<file path="config.mk">
export PLATFORM = sky130hd
export DESIGN_NAME = tff_seq_ctrl
export DESIGN_NICKNAME = d
export VERILOG_FILES = /design/src/rtl/tff_seq_ctrl.sv
export SDC_FILE = /design/constraint.sdc
export NUM_CORES = 1
export LEC_CHECK = 0
export CELL_PAD_IN_SITES_DETAIL_PLACEMENT = 2
export CELL_PAD_IN_SITES_GLOBAL_PLACEMENT = 2
export CORE_MARGIN = 1
export CORE_UTILIZATION = 37
export DETAILED_ROUTE_END_ITERATION = 8
export GPL_ROUTABILITY_DRIVEN = 0
export HOLD_SLACK_MARGIN = 0.12
export PLACE_DENSITY = 0.84
export SLEW_MARGIN = 20
export SYNTH_ARGS = -nofsm -noshare
export SYNTH_HDL_FRONTEND = slang
export SYNTH_SLANG_ARGS = --single-unit
</file>
<file path="constraint.sdc">
create_clock -name clk -period 2.1 [get_ports clk]
set_input_delay 0.525 -clock clk [delete_from_list [all_inputs] [get_ports clk]]
set_output_delay 0.525 -clock clk [all_outputs]
set_load 0.05 [all_outputs]
</file>
<file path="src/rtl/tff_seq_ctrl.sv">
// ---------------------------------------------------------------------------
// tff_seq_ctrl
//
// Run-length stimulus sequencer for a single T flip-flop datapath. It replays
// a programmed table of (value, length) segments onto the TFF T input. It also
// checks the TFF output against an internal toggle reference model.
//
// Optional feature macro: TFF_SEQ_LOOP_EN
//   defined   : adds input 'loop'. At the end of the last entry, loop=1
//               restarts from entry 0 with no gap and no done pulse.
//   undefined : no loop port. Every run is one-shot.
//
// Ports
//   clk         in   1       clock, rising edge
//   rst_n       in   1       asynchronous, active-low reset
//   cfg_we      in   1       table write strobe (dropped while busy)
//   cfg_addr    in   ADDR_W  table write address
//   cfg_val     in   1       segment value driven on t_out
//   cfg_len     in   LEN_W   segment length in cycles (0 behaves as 1)
//   cfg_last    in   1       segment ends the sequence
//   start       in   1       run the sequence from entry 0 (accepted in IDLE)
//   abort       in   1       return to IDLE immediately (highest priority)
//   loop        in   1       (TFF_SEQ_LOOP_EN only) repeat at end of sequence
//   t_out       out  1       registered T input of the TFF
//   q_in        in   1       TFF output
//   busy        out  1       high while the sequence is running
//   done        out  1       one-cycle pulse after the last active cycle
//   seg_idx     out  ADDR_W  index of the segment currently driven
//   toggle_cnt  out  CNT_W   cycles with t_out=1 in this run, saturating
//   err         out  1       sticky: q_in disagreed with the reference model
// ---------------------------------------------------------------------------
module tff_seq_ctrl #(
    parameter int ADDR_W = 3,
    parameter int LEN_W  = 4,
    parameter int CNT_W  = 8
) (
    input  logic              clk,
    input  logic              rst_n,
    input  logic              cfg_we,
    input  logic [ADDR_W-1:0] cfg_addr,
    input  logic              cfg_val,
    input  logic [LEN_W-1:0]  cfg_len,
    input  logic              cfg_last,
    input  logic              start,
    input  logic              abort,
`ifdef TFF_SEQ_LOOP_EN
    input  logic              loop,
`endif
    output logic              t_out,
    input  logic              q_in,
    output logic              busy,
    output logic              done,
    output logic [ADDR_W-1:0] seg_idx,
    output logic [CNT_W-1:0]  toggle_cnt,
    output logic              err
);

    localparam int unsigned DEPTH = 1 << ADDR_W;

    localparam logic [1:0] S_IDLE = 2'd0;
    localparam logic [1:0] S_RUN  = 2'd1;
    localparam logic [1:0] S_DONE = 2'd2;

    // Segment table, not reset: software programs it before start and it
    // survives a reset.
    logic              r_tab_val  [DEPTH];
    logic [LEN_W-1:0]  r_tab_len  [DEPTH];
    logic              r_tab_last [DEPTH];

    logic [1:0]        r_state;
    logic              r_t_out;
    logic [ADDR_W-1:0] r_seg_idx;
    logic [LEN_W-1:0]  r_len_cnt;
    logic [CNT_W-1:0]  r_tog_cnt;
    logic              r_err;
    logic              r_exp_q;

    logic              w_start_ok;
    logic              w_expire;
    logic              w_loop;
    logic [ADDR_W-1:0] w_nxt_idx;

    // A programmed length of 0 runs for one cycle.
    function automatic logic [LEN_W-1:0] eff_len(input logic [LEN_W-1:0] len);
        return (len == '0) ? LEN_W'(1) : len;
    endfunction

`ifdef TFF_SEQ_LOOP_EN
    assign w_loop = loop;
`else
    assign w_loop = 1'b0;
`endif

    assign w_start_ok = start && !abort && (r_state == S_IDLE);
    assign w_expire   = (r_len_cnt == LEN_W'(1));
    // Natural ADDR_W-bit overflow gives the wrap past DEPTH-1 when no
    // entry is marked last.
    assign w_nxt_idx  = r_seg_idx + ADDR_W'(1);

    always_ff @(posedge clk) begin
        if (cfg_we && (r_state != S_RUN)) begin
            r_tab_val[cfg_addr]  <= cfg_val;
            r_tab_len[cfg_addr]  <= cfg_len;
            r_tab_last[cfg_addr] <= cfg_last;
        end
    end

    always_ff @(posedge clk or negedge rst_n) begin
        if (!rst_n) begin
            r_state   <= S_IDLE;
            r_t_out   <= 1'b0;
            r_seg_idx <= '0;
            r_len_cnt <= '0;
            r_tog_cnt <= '0;
            r_err     <= 1'b0;
            r_exp_q   <= 1'b0;
        end else begin
            // Reference TFF runs every cycle regardless of state.
            r_exp_q <= r_exp_q ^ r_t_out;

            if (w_start_ok)
                r_tog_cnt <= '0;
            else if (r_t_out && (r_tog_cnt != {CNT_W{1'b1}}))
                r_tog_cnt <= r_tog_cnt + CNT_W'(1);

            if (w_start_ok)
                r_err <= 1'b0;
            else if (q_in != r_exp_q)
                r_err <= 1'b1;

            if (abort) begin
                r_state <= S_IDLE;
                r_t_out <= 1'b0;
            end else begin
                case (r_state)
                    S_IDLE: begin
                        if (start) begin
                            r_state   <= S_RUN;
                            r_seg_idx <= '0;
                            r_t_out   <= r_tab_val[0];
                            r_len_cnt <= eff_len(r_tab_len[0]);
                        end
                    end
                    S_RUN: begin
                        if (w_expire) begin
                            if (r_tab_last[r_seg_idx] && !w_loop) begin
                                r_state <= S_DONE;
                                r_t_out <= 1'b0;
                            end else if (r_tab_last[r_seg_idx]) begin
                                r_seg_idx <= '0;
                                r_t_out   <= r_tab_val[0];
                                r_len_cnt <= eff_len(r_tab_len[0]);
                            end else begin
                                r_seg_idx <= w_nxt_idx;
                                r_t_out   <= r_tab_val[w_nxt_idx];
                                r_len_cnt <= eff_len(r_tab_len[w_nxt_idx]);
                            end
                        end else begin
                            r_len_cnt <= r_len_cnt - LEN_W'(1);
                        end
                    end
                    S_DONE: begin
                        r_state <= S_IDLE;
                    end
                    default: begin
                        r_state <= S_IDLE;
                        r_t_out <= 1'b0;
                    end
                endcase
            end
        end
    end

    assign t_out      = r_t_out;
    assign busy       = (r_state == S_RUN);
    assign done       = (r_state == S_DONE);
    assign seg_idx    = r_seg_idx;
    assign toggle_cnt = r_tog_cnt;
    assign err        = r_err;

endmodule
</file>
==> key figures <==
Run status
  • Status: finished, final reports clean

Power
  • LEAKAGE: 1.413 nW
  • Pwr dens: 919.0 nW/um2
  • Pwr Total: 3.555 mW
  • Peak supply drop: 0.4396 mV

Global routing
  • Initial antenna violation count: 0
  • Remaining Overflow, GRT: 0
  • GRT Overall Usage: roughly a fifth
  • First-pass GRT wire length: 12220 um
  • Largest net degree at the start of global routing: 21
  • Vias in the first global route: ~2200

Logic synthesis
  • Post-Syn Area: 3053 um2
  • #FFs+latches synth: 68
  • Syn Area/Cell: about 15 um2
  • Ys async rst share: roughly 29%
  • Ranking of synthesized cells by area: edfxtp_1, dfrtp_1, mux4_2, mux4_1, nor2_1
  • Post-synth EDFFs: 48
  • Post-synth net total: ~220
  • Yosys top cell by area: edfxtp_1
  • Post-synthesis cell count: a little over 200
  • Top cell type's share of synthesized area: 47.21%
  • Sequential-to-total area share from yosys stat: a little under two thirds
  • Synth Flop Type: edfxtp_1
  • Synth warn: 0
  • Cell variety after synth: 47

Timing
  • Period utilisation layout: 98.49%
  • Worst hold margin: between 500 and 600 ps
  • Final hold violations: 0
  • Final Skew: 5.362 ps
  • Max Freq: 483.5 MHz
  • Worst-Margin Slew: approximately 500 ps
  • # setup viols final: 0
  • Pins Over Slew Limit: 0
  • Slew headroom: 66.73%
  • Post-layout min period: 2068 ps

Clock tree
  • CTS tree: built
  • Clk sink count: 68
  • Worst-Skew Late Latency: 350 ps
  • Max H-tree Level: 3
  • CTS Buf Count: 9
  • Clock root buffer: clkbuf_8
  • Reg clk slew, reported paths: 80 ps
  • Setup bufs post-CTS: 0
  • Clk buf depth: 2

Setup path
  • Crit path required time: 2330 ps
  • Setup CP Type: reg -> reg
  • Worst-path fanout max: 14
  • Worst EP arrival: ~2300 ps
  • Worst reg-to-reg setup slack: 30 ps
  • Critical path launch point type: register
  • Worst setup EP type: register

Layout
  • N_diodes: 0
  • Layout filler cell count: 771
  • Area occupied by multi-input gates: 1095 um2
  • Register area: around 1900 um2
  • Ratio of cells with drive above 1 in the final layout: 27.82%
  • Area grow syn2layout: 26.72%
  • Final #Nets: 280
  • Non-filler cells, final: 368

Floorplanning
  • Total die area: 8618 um2
  • Starting density of the core: 38.90%
  • Die Ht: 92.84 um
  • Core area: 7848 um2
  • Row cnt: 32
  • Ports: 30
  • Die Wd: 92.84 um

Drt
  • Pre-antenna DRT Iters: 4
  • Routed Antenna Nets: 0
  • Total wire length: 7602 um
  • Initial DRC Count: 51
  • DRC violations left: 0
  • Vias per cell: 5.258
  • Drt wl/cell: 20.66 um
  • Via count: 1935

Min path
  • HP Class: reg -> reg

Placement
  • Post-DP HPWL: 5351 um
  • Port Buffer Count: 29
  • Placed insts: around 350

Flow run
  • Max-Cap Viols: 0
metal layers:
metal	share of wire (%)	wire length (um)	track usage [%]	up-vias
li1	-	-	-	892
met1	43	3244	23.77	994
met2	53	4015	34.44	40
met3	3.1	238	4.926	9
met4	1.4	104	6.154	0
met5	0	0	0	-
report_power, final:
| part | leakage [nW] | internal (mW) | switching [mW] |
|---|---|---|---|
| combinational | 0.618 | 0.310 | 0.422 |
| sequential | 0.689 | 1.52 | 0.0816 |
| clock | 0.106 | 0.674 | 0.548 |
sequential cells by signal, summed over array words and instances, names as in the netlist:
register and cells:
r_tab_len 32, r_tab_last 8, r_tab_val 8, toggle_cnt 8, r_len_cnt 4, seg_idx 3
r_state 2, err 1, r_exp_q 1, t_out 1
Yosys cell counts, drive strengths merged (4+ instances only):
master,n
mux2i,5
nor3,9
ha,4
edfxtp,48
mux4,12
o21ai,8
nand2,14
xor2,7
inv,4
a21oi,7
nor2,20
nand2b,6
dfrtp,20
final timing paths:
check                                                 to  cells after the start                    from
worst max-delay path            r_len_cnt[2]$_DFFE_PN0P_                      6  seg_idx[0]$_DFFE_PN0P_
worst min-delay path                     err$_DFFE_PN0P_                      2         err$_DFFE_PN0P_
worst max register to register  r_len_cnt[2]$_DFFE_PN0P_                      6  seg_idx[0]$_DFFE_PN0P_
worst min register to register           err$_DFFE_PN0P_                      2         err$_DFFE_PN0P_
max in group asynchronous         seg_idx[0]$_DFFE_PN0P_                      2                   rst_n
min in group asynchronous         r_state[0]$_DFFE_PN0P_                      2                   rst_n
cells in the final DEF, fill, tap and decap left out, types with 3 or more instances in the layout:
| cell | synthesis | layout |
|---|---|---|
| clkdlybuf4s50_1 | 0 | 15 |
| dfrtp_1 | 20 | 17 |
| xnor2_1 | 3 | 3 |
| nor3_1 | 9 | 9 |
| nand2b_1 | 6 | 6 |
| mux2i_1 | 4 | 4 |
| nor2_1 | 20 | 20 |
| ha_1 | 4 | 3 |
| mux4_2 | 9 | 11 |
| o21ai_0 | 6 | 6 |
| inv_1 | 4 | 4 |
| dfrtp_2 | 0 | 3 |
| buf_4 | 0 | 27 |
| dlygate4sd2_1 | 0 | 6 |
| clkbuf_8 | 1 | 9 |
| nand4_1 | 3 | 3 |
| a21oi_1 | 7 | 6 |
| edfxtp_1 | 48 | 48 |
| xor2_1 | 7 | 7 |
| nand2_1 | 14 | 14 |
kinds of logic (layout without fill, tap and decap cells):
| family | after synthesis | after routing | share of synthesized area (%) |
|---|---|---|---|
| compound gates | 26 | 26 | 6.640 |
| xor+xnor | 10 | 10 | 2.869 |
| fa+ha+maj | 4 | 4 | 1.639 |
| buf+inv | 8 | 72 | 1.557 |
| flops | 68 | 68 | 63.61 |
| mux | 18 | 18 | 11.64 |
| simple gates | 68 | 68 | 12.05 |
cell type report:
class,count,share of cell area [%]
flip-flops and latches,68,50.29
multi-input cells,126,28.30
repair buffers,51,11.90
well taps,102,3.299
clock buffers,9,3.202
clock inverters,7,2.523
inverters,5,0.4851
repair_timing:
item,CTS,global route
gates resized for setup,7,11
hold buffers,0,0
pin swaps,0,1
gates cloned,0,0
setup endpoints to repair,10,4
through the flow:
| step | setup TNS [ps] | utilization, % | setup WS (ps) | instance area (um2) |
|---|---|---|---|---|
| detailed placement | -59.33 | 46.06 | -33.78 | 3615 |
| global route | -109.3 | 49.30 | -64.53 | 3869 |
| global placement | 0 | 46.06 | 60.45 | 3615 |
| finish | 0 | 49.30 | 31.74 | 3869 |
| floorplan | 0 | - | 51.84 | 3057 |
| CTS | 0 | 48.82 | 28.78 | 3831 |
worst max-delay path, cell delays in order, from the launching register on:
cell,delay (ps)
dfrtp_2,420
buf_8,210
mux4_1,670
mux2i_1,300
nand2_1,110
o311ai_0,130
a2bb2oi_2,100
No activity file was read; power rests on OpenSTA's default activity.
